`src/rtl/bsg_dmc_ui_arbiter.sv`:
```
// Shares one bsg_dmc UI command/write/read channel set between num_ports_p requesters.
// Round-robin by default; define BSG_DMC_UI_ARB_FIXED_PRIORITY_EN for lowest-index-wins priority.
module bsg_dmc_ui_arbiter #(
    parameter int num_ports_p        = 2,
    parameter int ui_addr_width_p    = 28,
    parameter int ui_data_width_p    = 64,
    parameter int burst_data_width_p = 256,
    parameter int tag_fifo_els_p     = 4
) (
    input  logic                                      ui_clk_i,
    input  logic                                      ui_clk_sync_rst_i,

    input  logic [num_ports_p-1:0]                    req_v_i,
    input  logic [num_ports_p*3-1:0]                  req_cmd_i,
    input  logic [num_ports_p*ui_addr_width_p-1:0]    req_addr_i,
    output logic [num_ports_p-1:0]                    req_ready_o,

    input  logic [num_ports_p-1:0]                    wdata_v_i,
    input  logic [num_ports_p*ui_data_width_p-1:0]    wdata_i,
    input  logic [num_ports_p*(ui_data_width_p/8)-1:0] wmask_i,
    output logic [num_ports_p-1:0]                    wdata_ready_o,

    output logic [num_ports_p-1:0]                    rdata_v_o,
    output logic [ui_data_width_p-1:0]                rdata_o,
    output logic                                      rdata_end_o,

    output logic [ui_addr_width_p-1:0]                app_addr_o,
    output logic [2:0]                                app_cmd_o,
    output logic                                      app_en_o,
    input  logic                                      app_rdy_i,

    output logic                                      app_wdf_wren_o,
    output logic [ui_data_width_p-1:0]                app_wdf_data_o,
    output logic [ui_data_width_p/8-1:0]              app_wdf_mask_o,
    output logic                                      app_wdf_end_o,
    input  logic                                      app_wdf_rdy_i,

    input  logic                                      app_rd_data_valid_i,
    input  logic [ui_data_width_p-1:0]                app_rd_data_i,
    input  logic                                      app_rd_data_end_i
);

    localparam int burst_len_lp  = burst_data_width_p / ui_data_width_p;
    localparam int mask_w_lp     = ui_data_width_p / 8;
    localparam int port_w_lp     = (num_ports_p > 1) ? $clog2(num_ports_p) : 1;
    localparam int beat_w_lp     = (burst_len_lp > 1) ? $clog2(burst_len_lp) : 1;
    localparam int tag_ptr_w_lp  = (tag_fifo_els_p > 1) ? $clog2(tag_fifo_els_p) : 1;
    localparam int tag_cnt_w_lp  = $clog2(tag_fifo_els_p + 1);

    localparam logic [2:0] cmd_wr_lp = 3'b000;
    localparam logic [2:0] cmd_rd_lp = 3'b001;

    typedef enum logic [1:0] {
        IDLE  = 2'd0,
        CMD   = 2'd1,
        WDATA = 2'd2
    } state_e;

    state_e                   state_r, state_n;
    logic [port_w_lp-1:0]     grant_r, grant_n;
    logic [port_w_lp-1:0]     sel;
    logic [beat_w_lp-1:0]     beat_r, beat_n;

    logic [2:0]               cur_cmd;
    logic [ui_addr_width_p-1:0] cur_addr;
    logic [ui_data_width_p-1:0] cur_wdata;
    logic [mask_w_lp-1:0]     cur_wmask;
    logic                     cmd_is_wr, cmd_is_rd;
    logic                     cmd_en, cmd_fire;
    logic                     wr_v, beat_fire, beat_last;

    logic [port_w_lp-1:0]     tag_mem [tag_fifo_els_p];
    logic [tag_ptr_w_lp-1:0]  tag_wptr_r, tag_rptr_r;
    logic [tag_cnt_w_lp-1:0]  tag_cnt_r;
    logic                     tag_full, tag_empty, tag_push, tag_pop;
    logic [port_w_lp-1:0]     tag_head;
    logic                     rd_ok;

    function automatic logic [tag_ptr_w_lp-1:0] tag_next(input logic [tag_ptr_w_lp-1:0] p);
        return (p == tag_ptr_w_lp'(tag_fifo_els_p - 1)) ? '0 : p + 1'b1;
    endfunction

`ifdef BSG_DMC_UI_ARB_FIXED_PRIORITY_EN
    // Lowest-index requester wins; scanning downward leaves the lowest hit in sel.
    always_comb begin
        sel = '0;
        for (int i = num_ports_p - 1; i >= 0; i--) begin
            if (req_v_i[port_w_lp'(i)]) sel = port_w_lp'(i);
        end
    end
`else
    logic [port_w_lp-1:0] ptr_r;
    logic [port_w_lp-1:0] cand_idx;
    logic                 found;
    logic                 xact_done;
    int                   cand;

    function automatic logic [port_w_lp-1:0] next_port(input logic [port_w_lp-1:0] g);
        return (g == port_w_lp'(num_ports_p - 1)) ? '0 : g + 1'b1;
    endfunction

    // First asserted port at or after the pointer, wrapping around.
    always_comb begin
        sel      = '0;
        found    = 1'b0;
        cand     = 0;
        cand_idx = '0;
        for (int i = 0; i < num_ports_p; i++) begin
            cand = int'(ptr_r) + i;
            if (cand >= num_ports_p) cand = cand - num_ports_p;
            cand_idx = port_w_lp'(cand);
            if (!found && req_v_i[cand_idx]) begin
                sel   = cand_idx;
                found = 1'b1;
            end
        end
    end

    assign xact_done = (cmd_fire & ~cmd_is_wr) | (beat_fire & beat_last);

    always_ff @(posedge ui_clk_i) begin
        if (ui_clk_sync_rst_i) ptr_r <= '0;
        else if (xact_done)    ptr_r <= next_port(grant_r);
    end
`endif

    assign cur_cmd   = req_cmd_i[int'(grant_r)*3 +: 3];
    assign cur_addr  = req_addr_i[int'(grant_r)*ui_addr_width_p +: ui_addr_width_p];
    assign cur_wdata = wdata_i[int'(grant_r)*ui_data_width_p +: ui_data_width_p];
    assign cur_wmask = wmask_i[int'(grant_r)*mask_w_lp +: mask_w_lp];
    assign cmd_is_wr = (cur_cmd == cmd_wr_lp);
    assign cmd_is_rd = (cur_cmd == cmd_rd_lp);

    // A read may only issue while there is room to remember who asked for it.
    assign cmd_en    = (state_r == CMD) & req_v_i[grant_r] & (cmd_is_wr | ~tag_full);
    assign cmd_fire  = cmd_en & app_rdy_i;
    assign wr_v      = (state_r == WDATA) & wdata_v_i[grant_r];
    assign beat_fire = wr_v & app_wdf_rdy_i;
    assign beat_last = (beat_r == beat_w_lp'(burst_len_lp - 1));

    always_comb begin
        state_n = state_r;
        grant_n = grant_r;
        beat_n  = beat_r;
        case (state_r)
            IDLE: begin
                if (|req_v_i) begin
                    grant_n = sel;
                    state_n = CMD;
                end
            end
            CMD: begin
                if (cmd_fire) begin
                    if (cmd_is_wr) begin
                        beat_n  = '0;
                        state_n = WDATA;
                    end else begin
                        state_n = IDLE;
                    end
                end
            end
            WDATA: begin
                if (beat_fire) begin
                    beat_n = beat_r + 1'b1;
                    if (beat_last) state_n = IDLE;
                end
            end
            default: state_n = IDLE;
        endcase
    end

    always_ff @(posedge ui_clk_i) begin
        if (ui_clk_sync_rst_i) begin
            state_r <= IDLE;
            grant_r <= '0;
            beat_r  <= '0;
        end else begin
            state_r <= state_n;
            grant_r <= grant_n;
            beat_r  <= beat_n;
        end
    end

    assign app_en_o       = cmd_en;
    assign app_addr_o     = (state_r == CMD) ? cur_addr : '0;
    assign app_cmd_o      = (state_r == CMD) ? cur_cmd : '0;
    assign app_wdf_wren_o = wr_v;
    assign app_wdf_end_o  = wr_v & beat_last;
    assign app_wdf_data_o = (state_r == WDATA) ? cur_wdata : '0;
    assign app_wdf_mask_o = (state_r == WDATA) ? cur_wmask : '0;

    always_comb begin
        req_ready_o   = '0;
        wdata_ready_o = '0;
        if (cmd_fire)  req_ready_o[grant_r]   = 1'b1;
        if (beat_fire) wdata_ready_o[grant_r] = 1'b1;
    end

    // In-order tag FIFO: one entry per outstanding read burst, holding the issuing port.
    assign tag_full  = (tag_cnt_r == tag_cnt_w_lp'(tag_fifo_els_p));
    assign tag_empty = (tag_cnt_r == '0);
    assign tag_push  = cmd_fire & cmd_is_rd;
    assign rd_ok     = app_rd_data_valid_i & ~tag_empty;
    assign tag_pop   = rd_ok & app_rd_data_end_i;
    assign tag_head  = tag_mem[tag_rptr_r];

    always_ff @(posedge ui_clk_i) begin
        if (tag_push) tag_mem[tag_wptr_r] <= grant_r;
    end

    always_ff @(posedge ui_clk_i) begin
        if (ui_clk_sync_rst_i) begin
            tag_wptr_r <= '0;
            tag_rptr_r <= '0;
            tag_cnt_r  <= '0;
        end else begin
            if (tag_push) tag_wptr_r <= tag_next(tag_wptr_r);
            if (tag_pop)  tag_rptr_r <= tag_next(tag_rptr_r);
            tag_cnt_r <= tag_cnt_r + tag_cnt_w_lp'(tag_push) - tag_cnt_w_lp'(tag_pop);
        end
    end

    always_comb begin
        rdata_v_o = '0;
        if (rd_ok) rdata_v_o[tag_head] = 1'b1;
    end

    assign rdata_o     = app_rd_data_i;
    assign rdata_end_o = app_rd_data_end_i;

`ifndef SYNTHESIS
    // Read data with no outstanding read means the controller and this block disagree.
    always_ff @(posedge ui_clk_i) begin
        if (!ui_clk_sync_rst_i && app_rd_data_valid_i) assert (!tag_empty);
    end
`endif

endmodule

```
`config.mk`:
```
export PLATFORM = sky130hd
export DESIGN_NAME = bsg_dmc_ui_arbiter
export DESIGN_NICKNAME = d
export VERILOG_FILES = /design/src/rtl/bsg_dmc_ui_arbiter.sv
export SDC_FILE = /design/constraint.sdc
export NUM_CORES = 1
export LEC_CHECK = 0
export BUFFER_PORTS_ARGS = -buffer_cell sky130_fd_sc_hd__buf_2
export CELL_PAD_IN_SITES_DETAIL_PLACEMENT = 1
export CELL_PAD_IN_SITES_GLOBAL_PLACEMENT = 2
export CORE_AREA = 2 2 177 179
export CTS_CLUSTER_DIAMETER = 40
export DETAILED_ROUTE_END_ITERATION = 8
export DIE_AREA = 0 0 179 181
export PLACE_DENSITY = 0.75
export SYNTH_ARGS = -nofsm -noshare
export SYNTH_HDL_FRONTEND = slang
export SYNTH_SLANG_ARGS = --single-unit
```
`constraint.sdc`:
```
create_clock -name ui_clk_i -period 5.06 [get_ports ui_clk_i]
set_clock_uncertainty 0.15 [all_clocks]
set_input_delay 0.759 -clock ui_clk_i [delete_from_list [all_inputs] [get_ports ui_clk_i]]
set_output_delay 0.759 -clock ui_clk_i [all_outputs]
set_load 0.01 [all_outputs]
```
; Word-level counts from Yosys, hierarchy flattened
; Memories as Yosys holds them, arrays and structs flattened. A register that Yosys moved wholly into a read port is not among the register bits.
; Index checks and enable logic that the tools add are counted.
[op_classes]
shifts = 4
add_sub_neg = 9
reduce_logical = 12
muxes = 41
n_bitwise = 16
n_mul = 2
order_cmp = 8
n_eq_ne = 12
[op_table]
columns = cell, count
row1 = $shiftx 128x8->64, 1
row2 = $mux 64, 1
row3 = $shiftx 56x7->28, 1
row4 = $mux 2, 15
row5 = $mux 28, 1
row6 = $mux 1, 18
row7 = $shiftx 16x5->8, 1
row8 = $and 1x1->1, 11
row9 = $ne 2x2->1 const B, 5
row10 = $eq 2x2->1 const B, 4
row11 = $lt 1x2->1 const B, 4
row12 = $mux 8, 1
row13 = $reduce_and 4->1, 2
row14 = $add 2x1->2 const B, 3
row15 = $logic_not 3->1, 2
row16 = $pmux 2 s3, 1
row17 = $shiftx 6x4->3, 1
row18 = $mul 1x3->4 const B, 1
row19 = $pmux 2 s2, 1
row20 = $add 3x1->3, 1
row21 = $eq 3x1->1 const B, 1
row22 = $eq 3x3->1 const B, 1
row23 = $logic_and 1x1->1, 3
row24 = $mul 1x2->3 const B, 1
row25 = other kinds (17), 23
[totals]
ram_bits = 4
word_cells = 112
register_bits = 13
memories = 1
output_inout_bits = 177
in_bits = 280
[mem_list]
columns = memory, depth, width, rd, rd_ports_with_merged_regs, write_ports, line
row1 = tag_mem, 4, 1, 1, 1, 1, 72  ; logic [port_w_lp-1:0] tag_mem [tag_fifo_els_p];

; Depth between registers and ports, before layout
[logic_depth]
depth_word = 9
depth_mapped = 11
mapped_depth_nobuf = 10

; Worst setup path before layout
; No wires, ideal clock.
[synth_timing]
path_type = input -> register
start = in req_cmd_i[2]
end = reg tag_cnt_r[2]
required_ps = 4782
cell_stages = 10
arrival_ps = 2980
path_buffers = 0
path_slack_ps = 1802
cell_sequence = or4b_4 -> a2111oi_4 -> inv_1 -> ha_1 -> inv_1 -> ha_1 -> fa_1 -> xnor2_1 -> xnor2_1 -> nor2_1
[synth_between]
elab_chain_cells = 8
elab_cells_between_ends = 9
classes_between = add/sub: 2 / eq/ne: 1 / shift: 1 / bitwise: 4 / reduce/logical: 1
[synth_rtl]
columns = element, line
row1 = from (decl), 14  ; input logic [num_ports_p*3-1:0] req_cmd_i,
row2 = $shiftx 6x4->3 (*), 127  ; assign cur_cmd = req_cmd_i[int'(grant_r)*3 +: 3];
row3 = $logic_not 3->1, 131  ; assign cmd_is_wr = (cur_cmd == cmd_wr_lp);
row4 = $or 1x1->1, 135  ; assign cmd_en = (state_r == CMD) & req_v_i[grant_r] & (cmd_is_wr | ~tag_full);
row5 = $and 1x1->1, 135
row6 = $and 1x1->1, 136  ; assign cmd_fire = cmd_en & app_rdy_i;
row7 = $and 1x1->1 (*), 202  ; assign tag_push = cmd_fire & cmd_is_rd;
row8 = $add 3x1->3 (*), 219  ; tag_cnt_r <= tag_cnt_r + tag_cnt_w_lp'(tag_push) - tag_cnt_w_lp'(tag_pop);
row9 = $sub 3x1->3 (*), 219
row10 = to (signal assigned), 219
row11 = to (decl), 74  ; logic [tag_cnt_w_lp-1:0] tag_cnt_r;
; Mark *: on every way between the ends. The rest lies on a longest branch, timed or not.
; A chain may end at the register's enable or synchronous reset.

; Worst setup path in the final report
; Ends and elaborated chain as after synthesis.

==> results.toml <==
[synthesis]
seq_area_frac_synth = 0.1366
synth.area.top_cells = "mux2i_1 34%, buf_4 16%, nor2_1 14%, dfxtp_1 9.8%, edfxtp_1 3.9%"
synthArstFlopShare = 0
syn_area_um2 = 3078
syn_nets = 694
syn_area_per_cell_um2 = 7.600
syn-instance-count = 405
synth.most_common_cell = "nor2_1"
ys_ff_latch = 19
synth_flop_cell = "dfxtp_1"
synth_edf_count = 4
synth_top_area_cell = "mux2i_1"
ys_warn_count = 0
synth_cell_types = 42
synth_top_area_frac = 0.3447
yosys-top-cells-count = "112 x nor2_1, 106 x mux2i_1, 65 x buf_4, 15 x dfxtp_1, 13 x clkbuf_1"

[setup_path]
cp.arrival_ps = 3240
crit_chain = "buf_2 > or4b_4 > a2111oi_4 > inv_1 > ha_1 > inv_1 > ha_1 > fa_1 > xnor2_1 > xnor2_1 > nor2_1"
cp_max_fo = 8
worstSetupPathType = "in -> reg"
crit_required_ps = 5040
crit_path_end_kind = "register"
start_kind = "input pin"
critPathSlowestCell = "or4b_4"
slowest_delay_ps = 530

[cts]
clkSinkCount = 19
cts-root-buf = "clkbuf_16"
clockBufferDepth = 2
cts.hold.buffers_added = 0
cts_setup_buffers = 0
clk_pin_slew_ps = 60
cts_buffers = 3
cts_max_level = 1
cts_tree = "done"
cts_resized = 0
insertion_delay_ps = 250

[detailed_routing]
drt_iter0_drc = 100
via_count = 3670
firstDrtPassIters = 4
wl_mm = 14.71
drc_errors = 0
antenna_left = 0
avgRoutedWirePerCell_um = 14.07
via_per_inst = 3.509

[power]
power.share.clock = 0.247
p_sw_uw = 229.3
power.internal_uw = 433.9
swShare = 0.3458
combPwrFrac = 0.482
power_density_nw_per_um2 = 140.1
total_power_uw = 663.2
ir_worst_vdd_v = 0.0001293
power_frac_seq = 0.271
p_leak_nw = 2.381

[timing]
period_minus_slack_ps = 3260
worst_slack_ps = 1800
slew_headroom = 0.3889
period_share = 0.6442
tightestPinTransition_ps = 914.7
fin_hold_ws_ps = 338.7
timing.final.setup_violations = 0
rsz0062_at_grt = "no"
hold_viol = 0
timing.fmax_ghz = 0.3068
fin_setup_tns_ps = 0
slew_viol_final = 0

[cells_and_area]
antenna_cells = 0
design_area_um2 = 4733
post-route-util = 0.1560
drive_above_1_share = 0.5277
nNetsFinal = 940
syn_to_final_growth_pct = 53.78
fin_cells = 1046

[placed_design]
hpwl_mm = 12.77
gp_congestion = 0.8171
io_buffers = 328
dpl_cell_area_um2 = 4653
place_inst = 1042
pre_cts_slack_ps = 1509

[grt]
grt_pass1_wl_mm = 20.78
antenna_found_initial = 0
met2_usage = 0.1548
grtUsageMet1 = 0.09271
busiest_layer = "met2"
grtUsageTotal = 0.08333
grt_max_degree = 75
grt_pass1_vias = 3778
grt_overflow = 0
use_met3 = 0.02041

[die]
core_um2 = 30350
die-area_um2 = 32400
io_pins = 457
dieWidth_um = 179
die_y_um = 181
start_util = 0.1014
core.rowCount = 64

[status]
status = "complete, no violations"

[job]
maxCapViolations = 0

[hold_path]
hold_class = "reg -> reg"
worst max-delay path: cells and delay by family:
kind	cells	cell delay, ps
buffers and inverters	3	260
adder cells (fa/ha/maj)	3	840
XOR/XNOR	2	310
AND/OR/NAND/NOR	2	580
AO/OA/AOI/OAI	1	490
layout make-up:
cell class              instances  area [um^2]
well taps                     396        495.5
multi-input cells             286         2032
inverters                      10        37.54
clock inverters                 1        5.005
clock buffers                   3        75.07
flip-flops and latches         19        424.2
fillers                      3798        25620
repair buffers                331         1664
worst paths after layout:
kind,from,end,slack [ps],depth (start not counted)
worst max-delay path,req_cmd_i[2],tag_cnt_r[2],1800,11
worst min-delay path,tag_rptr_r[1],tag_rptr_r[1],340,2
worst max register to register,grant_r,tag_cnt_r[2],1970,10
worst min register to register,tag_rptr_r[1],tag_rptr_r[1],340,2
power groups by stage:
stage	registers (mW)	clock network, mW	logic [mW]
finish	0.179	0.164	0.320
global route	0.181	0.178	0.357
CTS	0.179	0.170	0.327
detailed placement	0.183	0	0.325
global placement	0.182	0	0.320
floorplan	0.177	0	0.229
logic make-up after synthesis:
| group | after synthesis | share of synthesized area |
|---|---|---|
| xor gates and xnor gates | 2 | 0.005692 |
| adders and majority gates | 9 | 0.03903 |
| AOI/OAI and AO/OA | 15 | 0.04228 |
| DFF | 19 | 0.1366 |
| buffers and inverters | 100 | 0.2049 |
| muxes | 108 | 0.3557 |
| and+or+nand+nor | 152 | 0.2159 |
cell usage in the layout, fill, tap and decap left out, types with 2 or more instances in the layout:
| master | synthesis | layout |
|---|---|---|
| buf_2 | 3 | 328 |
| nor2_1 | 112 | 112 |
| mux2i_1 | 106 | 106 |
| dfxtp_1 | 15 | 14 |
| inv_1 | 10 | 10 |
| ha_1 | 8 | 8 |
| nand2_1 | 7 | 7 |
| and2_1 | 6 | 6 |
| nor2b_1 | 5 | 5 |
| a21oi_1 | 4 | 4 |
| nor3_1 | 4 | 4 |
| edfxtp_1 | 4 | 4 |
| and3_1 | 3 | 3 |
| clkbuf_16 | 0 | 3 |
| buf_4 | 65 | 3 |
| nor3b_1 | 2 | 2 |
| nor4_1 | 2 | 2 |
| nand2b_2 | 0 | 2 |
| nand3_1 | 2 | 2 |
| or3_1 | 2 | 2 |
| xnor2_1 | 2 | 2 |
per-layer routing:
metal | part of all wire | wire [um]
met1 | 0.38 | 5639
met5 | 0 | 0
met2 | 0.49 | 7252
met4 | 0.027 | 400
met3 | 0.097 | 1422
Note: power is estimated with default switching activity, not from simulation.
